<file path="src/rtl/fwnoc_router_ingress_q_if.sv">
// Ingress/egress flit handshake bundle for one fwnoc router input port.
// The slave side is the ingress queue; the master side is the feeder plus egress arbiters.
interface fwnoc_router_ingress_q_if #(
  parameter int DAT_W = 32
);
  logic [DAT_W-1:0] i_dat;
  logic             i_valid;
  logic             i_ready;
  logic [DAT_W-1:0] he_dat, ne_dat, se_dat, ee_dat, we_dat;
  logic             he_valid, ne_valid, se_valid, ee_valid, we_valid;
  logic             he_ready, ne_ready, se_ready, ee_ready, we_ready;

  modport slave (
    input  i_dat, i_valid,
    output i_ready,
    output he_dat, ne_dat, se_dat, ee_dat, we_dat,
    output he_valid, ne_valid, se_valid, ee_valid, we_valid,
    input  he_ready, ne_ready, se_ready, ee_ready, we_ready
  );

  modport master (
    output i_dat, i_valid,
    input  i_ready,
    input  he_dat, ne_dat, se_dat, ee_dat, we_dat,
    input  he_valid, ne_valid, se_valid, ee_valid, we_valid,
    output he_ready, ne_ready, se_ready, ee_ready, we_ready
  );
endinterface

</file>
<file path="src/rtl/fwnoc_router_ingress_q.sv">
// fwnoc mesh router ingress: DEPTH-entry flit FIFO, XY route decode of the header,
// wormhole forwarding of header + N payload flits to one of five egress ports.
module fwnoc_router_ingress_q #(
  parameter int X_ID  = 0,
  parameter int Y_ID  = 0,
  parameter int DAT_W = 32,
  parameter int XY_W  = 2,
  parameter int SZ_W  = 4,
  parameter int DEPTH = 4
) (
  input  logic                     clock,
  input  logic                     reset,
  fwnoc_router_ingress_q_if.slave  bus,
  output logic [$clog2(DEPTH):0]   count,
  output logic                     busy
);
  localparam int AW = $clog2(DEPTH);
  localparam logic [AW:0]     FULL = (AW+1)'(DEPTH);
  localparam logic [XY_W-1:0] XC   = XY_W'(X_ID);
  localparam logic [XY_W-1:0] YC   = XY_W'(Y_ID);
  // egress index order: host, north, south, east, west
  localparam logic [2:0] P_H = 3'd0, P_N = 3'd1, P_S = 3'd2, P_E = 3'd3, P_W = 3'd4;

  typedef enum logic [1:0] {IDLE, HDR, BODY} state_t;

  state_t            state, state_nxt;
  logic [DAT_W-1:0]  mem [DEPTH];
  logic [AW-1:0]     wp, rp;
  logic [DAT_W-1:0]  head;
  logic [XY_W-1:0]   dst_x, dst_y;
  logic [2:0]        route, sel;
  logic [SZ_W-1:0]   rem;
  logic [4:0]        rdy, vld;
  logic              sel_valid, push, pop, nonempty;

  assign head     = mem[rp];
  assign dst_x    = head[DAT_W-1 -: XY_W];
  assign dst_y    = head[DAT_W-1-XY_W -: XY_W];
  assign nonempty = (count != '0);
  assign bus.i_ready = reset && (count != FULL);
  assign push     = bus.i_valid && bus.i_ready;
  assign busy     = (state != IDLE);

  // X is resolved before Y
  always_comb begin
    if (dst_x == XC && dst_y == YC) route = P_H;
    else if (dst_x > XC)            route = P_E;
    else if (dst_x < XC)            route = P_W;
    else if (dst_y > YC)            route = P_N;
    else                            route = P_S;
  end

  assign rdy = {bus.we_ready, bus.ee_ready, bus.se_ready, bus.ne_ready, bus.he_ready};

  always_comb begin
    state_nxt = state;
    sel_valid = 1'b0;
    case (state)
      IDLE: if (nonempty) state_nxt = HDR;
      HDR: begin
        sel_valid = 1'b1;
        if (rdy[sel]) state_nxt = (rem == '0) ? IDLE : BODY;
      end
      BODY: begin
        sel_valid = nonempty;
        if (sel_valid && rdy[sel] && rem == SZ_W'(1)) state_nxt = IDLE;
      end
      default: state_nxt = IDLE;
    endcase
  end

  assign pop = sel_valid && rdy[sel];

  always_comb begin
    vld      = '0;
    vld[sel] = sel_valid;
  end

  assign {bus.we_valid, bus.ee_valid, bus.se_valid, bus.ne_valid, bus.he_valid} = vld;
  assign bus.he_dat = head;
  assign bus.ne_dat = head;
  assign bus.se_dat = head;
  assign bus.ee_dat = head;
  assign bus.we_dat = head;

  always_ff @(posedge clock or negedge reset) begin
    if (!reset) begin
      state <= IDLE;
      sel   <= P_H;
      rem   <= '0;
    end else begin
      state <= state_nxt;
      if (state == IDLE && nonempty) begin
        sel <= route;
        rem <= head[SZ_W-1:0];
      end else if (state == BODY && pop) begin
        rem <= rem - SZ_W'(1);
      end
    end
  end

  always_ff @(posedge clock) begin
    if (push) mem[wp] <= bus.i_dat;
  end

  always_ff @(posedge clock or negedge reset) begin
    if (!reset) begin
      wp    <= '0;
      rp    <= '0;
      count <= '0;
    end else begin
      if (push) wp <= wp + AW'(1);
      if (pop)  rp <= rp + AW'(1);
      if (push && !pop)      count <= count + (AW+1)'(1);
      else if (pop && !push) count <= count - (AW+1)'(1);
    end
  end
endmodule

</file>
<file path="src/flat_wrapper.sv">
// flat-port wrapper written by rule: the top's interface ports become plain ports
module fwnoc_router_ingress_q_flat 
#(
  parameter int X_ID  = 0,
  parameter int Y_ID  = 0,
  parameter int DAT_W = 32,
  parameter int XY_W  = 2,
  parameter int SZ_W  = 4,
  parameter int DEPTH = 4
)
  (clock, reset, count, busy, bus_i_dat, bus_i_valid, bus_i_ready, bus_he_dat, bus_ne_dat, bus_se_dat, bus_ee_dat, bus_we_dat, bus_he_valid, bus_ne_valid, bus_se_valid, bus_ee_valid, bus_we_valid, bus_he_ready, bus_ne_ready, bus_se_ready, bus_ee_ready, bus_we_ready);
  fwnoc_router_ingress_q_if #(.DAT_W(DAT_W)) bus_i ();
  input  logic clock;
  input  logic reset;
  output logic [$clog2(DEPTH):0] count;
  output logic busy;
  input wire logic [$bits(bus_i.i_dat)-1:0] bus_i_dat;
  input wire logic [$bits(bus_i.i_valid)-1:0] bus_i_valid;
  output wire logic [$bits(bus_i.i_ready)-1:0] bus_i_ready;
  output wire logic [$bits(bus_i.he_dat)-1:0] bus_he_dat;
  output wire logic [$bits(bus_i.ne_dat)-1:0] bus_ne_dat;
  output wire logic [$bits(bus_i.se_dat)-1:0] bus_se_dat;
  output wire logic [$bits(bus_i.ee_dat)-1:0] bus_ee_dat;
  output wire logic [$bits(bus_i.we_dat)-1:0] bus_we_dat;
  output wire logic [$bits(bus_i.he_valid)-1:0] bus_he_valid;
  output wire logic [$bits(bus_i.ne_valid)-1:0] bus_ne_valid;
  output wire logic [$bits(bus_i.se_valid)-1:0] bus_se_valid;
  output wire logic [$bits(bus_i.ee_valid)-1:0] bus_ee_valid;
  output wire logic [$bits(bus_i.we_valid)-1:0] bus_we_valid;
  input wire logic [$bits(bus_i.he_ready)-1:0] bus_he_ready;
  input wire logic [$bits(bus_i.ne_ready)-1:0] bus_ne_ready;
  input wire logic [$bits(bus_i.se_ready)-1:0] bus_se_ready;
  input wire logic [$bits(bus_i.ee_ready)-1:0] bus_ee_ready;
  input wire logic [$bits(bus_i.we_ready)-1:0] bus_we_ready;
  assign bus_i.i_dat = bus_i_dat;
  assign bus_i.i_valid = bus_i_valid;
  assign bus_i_ready = bus_i.i_ready;
  assign bus_he_dat = bus_i.he_dat;
  assign bus_ne_dat = bus_i.ne_dat;
  assign bus_se_dat = bus_i.se_dat;
  assign bus_ee_dat = bus_i.ee_dat;
  assign bus_we_dat = bus_i.we_dat;
  assign bus_he_valid = bus_i.he_valid;
  assign bus_ne_valid = bus_i.ne_valid;
  assign bus_se_valid = bus_i.se_valid;
  assign bus_ee_valid = bus_i.ee_valid;
  assign bus_we_valid = bus_i.we_valid;
  assign bus_i.he_ready = bus_he_ready;
  assign bus_i.ne_ready = bus_ne_ready;
  assign bus_i.se_ready = bus_se_ready;
  assign bus_i.ee_ready = bus_ee_ready;
  assign bus_i.we_ready = bus_we_ready;
  fwnoc_router_ingress_q #(.X_ID(X_ID), .Y_ID(Y_ID), .DAT_W(DAT_W), .XY_W(XY_W), .SZ_W(SZ_W), .DEPTH(DEPTH)) u_core (.clock(clock), .reset(reset), .bus(bus_i), .count(count), .busy(busy));
endmodule
</file>
<file path="config.mk">
export PLATFORM = sky130hd
export DESIGN_NAME = fwnoc_router_ingress_q_flat
export DESIGN_NICKNAME = d
export VERILOG_FILES = /design/src/rtl/fwnoc_router_ingress_q_if.sv /design/src/rtl/fwnoc_router_ingress_q.sv /design/src/flat_wrapper.sv
export SDC_FILE = /design/constraint.sdc
export NUM_CORES = 1
export LEC_CHECK = 0
export ABC_AREA = 1
export BUFFER_PORTS_ARGS = -buffer_cell sky130_fd_sc_hd__buf_2
export CELL_PAD_IN_SITES_DETAIL_PLACEMENT = 2
export CELL_PAD_IN_SITES_GLOBAL_PLACEMENT = 2
export CORE_MARGIN = 5
export CORE_UTILIZATION = 35
export DETAILED_ROUTE_END_ITERATION = 8
export PLACE_DENSITY = 0.87
export REMOVE_ABC_BUFFERS = 1
export SLEW_MARGIN = 20
export SYNTH_ARGS = -nofsm -noshare
export SYNTH_HDL_FRONTEND = slang
export SYNTH_SLANG_ARGS = --single-unit
</file>
<file path="constraint.sdc">
create_clock -name clock -period 6.78 [get_ports clock]
set_clock_uncertainty 0.2 [all_clocks]
set_input_delay 0.339 -clock clock [delete_from_list [all_inputs] [get_ports clock]]
set_output_delay 0.339 -clock clock [all_outputs]
set_load 0.01 [all_outputs]
</file>
==> impl_metrics.yaml <==
run_status:
  status: "finished clean"
cells_and_area:
  area_growth_pct: 19.5
  n_fill_cell: 2040
  multi_input_area_um2: 1470
  register_area_um2: 4220
  num_antenna_cells: 0
  design_area_um2: 8220
  finish.net_count: 767
  drive_gt1_share_pct: 37.5
sta:
  whs_ps: 164
  fin_crit_ps: 3200
  rsz0062_at_grt: "false"
  maxSlewViolCount: 0
  setup_viol: 0
  hold_violations: 0
  max_slew_margin_pct: 54.7
  tightestPinTransition_ps: 679
  timing.final.ws_setup_ps: 3580
  fin_crit_sh_pct: 47.2
  timing.fmax_mhz: 312
  tns_ps: 0
power:
  irDropWorstVdd_mv: 0.237
  power_frac_seq_pct: 27.3
  p_per_area_nw_per_um2: 523
  p_leak_nw: 3.40
  clkPwrFrac_pct: 22.3
  p_int_mw: 2.39
  pwr-share-comb_pct: 50.4
  p_sw_share_pct: 44.2
  switching_power_mw: 1.90
synth:
  yosysWarningCount: 0
  synth.distinct_cells: 35
  synth_cells: 598
  synth_largest_area_cell: "edfxtp_1"
  synth_top_area_share_pct: 55.9
  ys_seq_area_share_pct: 61.3
  synth-seq-cells: 143
  syn_area_um2: 6880
  syn_avg_cell_area_um2: 11.5
  synth_area_leaders: "edfxtp_1 56%, buf_4 14%, dfrtp_1 5.5%"
place:
  numPortBuffers: 207
  post_dp_cell_area_um2: 7230
  dp_hpwl_um: 12300
  gp_congestion: 0.686
  dpl_worst_slack_ps: 3820
cts:
  cts_sinks: 143
  clkLatencyLatePin_ps: 420
  clock_path_buffers: 2
  root_buffer: "clkbuf_16"
  clk_pin_slew_worst_paths_ps: 60
  cts_buffers: 17
  cts_max_level: 4
  cts_tree: "built"
  cts.repair.resized: 0
  cts_setup_buffers: 0
critical_path:
  cp-start-kind: "flop"
  end_kind: "output port"
  crit_path_frequent_cell: "buf_4"
  critPathMaxStageDelay_ps: 560
  required_ps: 6240
  slowest_stage: "inv_1"
  cp.arrival_ps: 2660
  crit_chain: "buf_4, inv_1, buf_4, o21ai_0, o22ai_1, buf_2"
  cp_max_fo: 34
  crit_type: "flop to output port"
route:
  first_pass_iters: 4
  ant_nets: 0
  vias: 4592
  drt_iter0_markers: 143
  routedWlPerCell_um: 19.1
  routed_wl_um: 18900
  viasPerCell: 4.62
  drc: 0
min_path:
  hold_class: "input pin to async pin"
floorplan:
  die_x_um: 150
  num_rows: 51
  start_util_pct: 35.5
  core_um2: 19400
  io-pin-count: 210
  dieHeight_um: 150
  dieArea_um2: 22600
grt:
  grt_max_degree: 68
  grt.total_usage_pct: 16.9
  grt-ovfl-total: 0
  antenna_found_initial: 0
  grt_pass1_wl_um: 28900
  grt_pass1_vias: 5230
job:
  drv_cap: 0
## worst paths after layout
check,from,slack [ps],depth (start not counted),to
worst max-delay path,u_core.rp[1]$_DFFE_PN0P_,3580,6,bus_ne_dat[27]
worst min-delay path,reset,160,2,u_core.rem[2]$_DFFE_PN0P_
worst max register to register,u_core.state[0]$_DFFE_PN0P_,4050,13,u_core.count[2]$_DFFE_PN0P_
worst min register to register,u_core.state[1]$_DFFE_PN0P_,330,2,u_core.state[1]$_DFFE_PN0P_
max in group asynchronous,reset,5920,2,u_core.rp[0]$_DFFE_PN0P_
min in group clock,bus_ne_ready,290,7,u_core.rp[1]$_DFFE_PN0P_
## area by class of cell
class	instances	share of cell area, %
clock buffers	18	5.22
clock inverters	14	2.09
inverters	28	1.40
multi-input cells	278	17.9
flip-flops and latches	143	51.3
well taps	265	4.03
repair buffers	247	18.0
## power by group through the flow
stage	Combinational [mW]	Clock (mW)	Sequential (mW)
4_1_cts	2.19	0.976	1.18
2_1_floorplan	1.09	0	1.21
3_3_place_gp	2.04	0	1.18
5_1_grt	2.40	1.02	1.19
3_5_place_dp	2.15	0	1.19
6_report	2.16	0.957	1.17
## placed cells by master, fill, tap and decap left out, types with 16 or more instances in the layout
cell           count
clkbuf_16         17
buf_2            207
nand3_1           16
nor2_1            56
o22ai_1           24
o21ai_0           56
inv_1             23
edfxtp_1         128
dlygate4sd3_1     33
nand2_1           73
## per-stage QoR
| step | power, mW | cells | utilization [%] |
|---|---|---|---|
| 3_5_place_dp | 3.35 | 926 | 37.3 |
| 6_report | 4.30 | 993 | 42.4 |
| 2_1_floorplan | 2.30 | 449 | - |
| 4_1_cts | 4.34 | 991 | 42.1 |
| 5_1_grt | 4.60 | 993 | 42.4 |
| 3_3_place_gp | 3.22 | 925 | 37.1 |
## layer usage
layer / part of all wire, % / vias to the layer above / GRT usage [%]
li1: - / 2153 / -
met1: 39 / 2285 / 18.8
met2: 54 / 142 / 31.8
met3: 5.8 / 12 / 4.82
met4: 0.86 / 0 / 4.25
met5: 0 / - / 0
## flip-flops by register name (all words and copies together), names as in the netlist
| name | cells |
|---|---|
| u_core.mem | 128 |
| u_core.rem | 4 |
| u_core.count | 3 |
| u_core.rp | 2 |
| u_core.sel | 2 |
| u_core.state | 2 |
| u_core.wp | 2 |
## worst max-delay path, delay by kind of cell, from the launching register on
kind / cells / cell delay, ps
AO/OA/AOI/OAI: 2 / 470
buffers and inverters: 4 / 1390
flip-flops: 1 / 370
## timing repair
action / in CTS / in global routing
hold endpoints to repair: 143 / 0
hold buffers: 33 / 0
setup endpoints to repair: 0 / 0
## cells by family (layout without fill, tap and decap cells)
group | Yosys count | after routing | synth area share [%]
fa+ha+maj | 12 | 12 | 2.29
flops | 143 | 143 | 61.3
simple gates | 167 | 167 | 10.2
mux | 1 | 1 | 0.164
buf+inv | 177 | 307 | 17.7
other cells | 1 | 1 | 0.0545
compound gates | 92 | 92 | 7.58
xor+xnor | 5 | 5 | 0.636
## cell usage after synthesis (all sizes together)
cell    number
buf        147
edfxtp     128
nand2       78
nor2        63
o21ai       63
inv         28
o22ai       24
nand3       18
dfrtp       15
ha          11
nor3         5
xor2         4
a21oi        3
clkbuf       2
a21boi       1
a21o         1
conb         1
fa           1
mux2         1
nand3b       1
nand4        1
or2          1
xnor2        1
No activity file was read; power rests on OpenSTA's default activity.
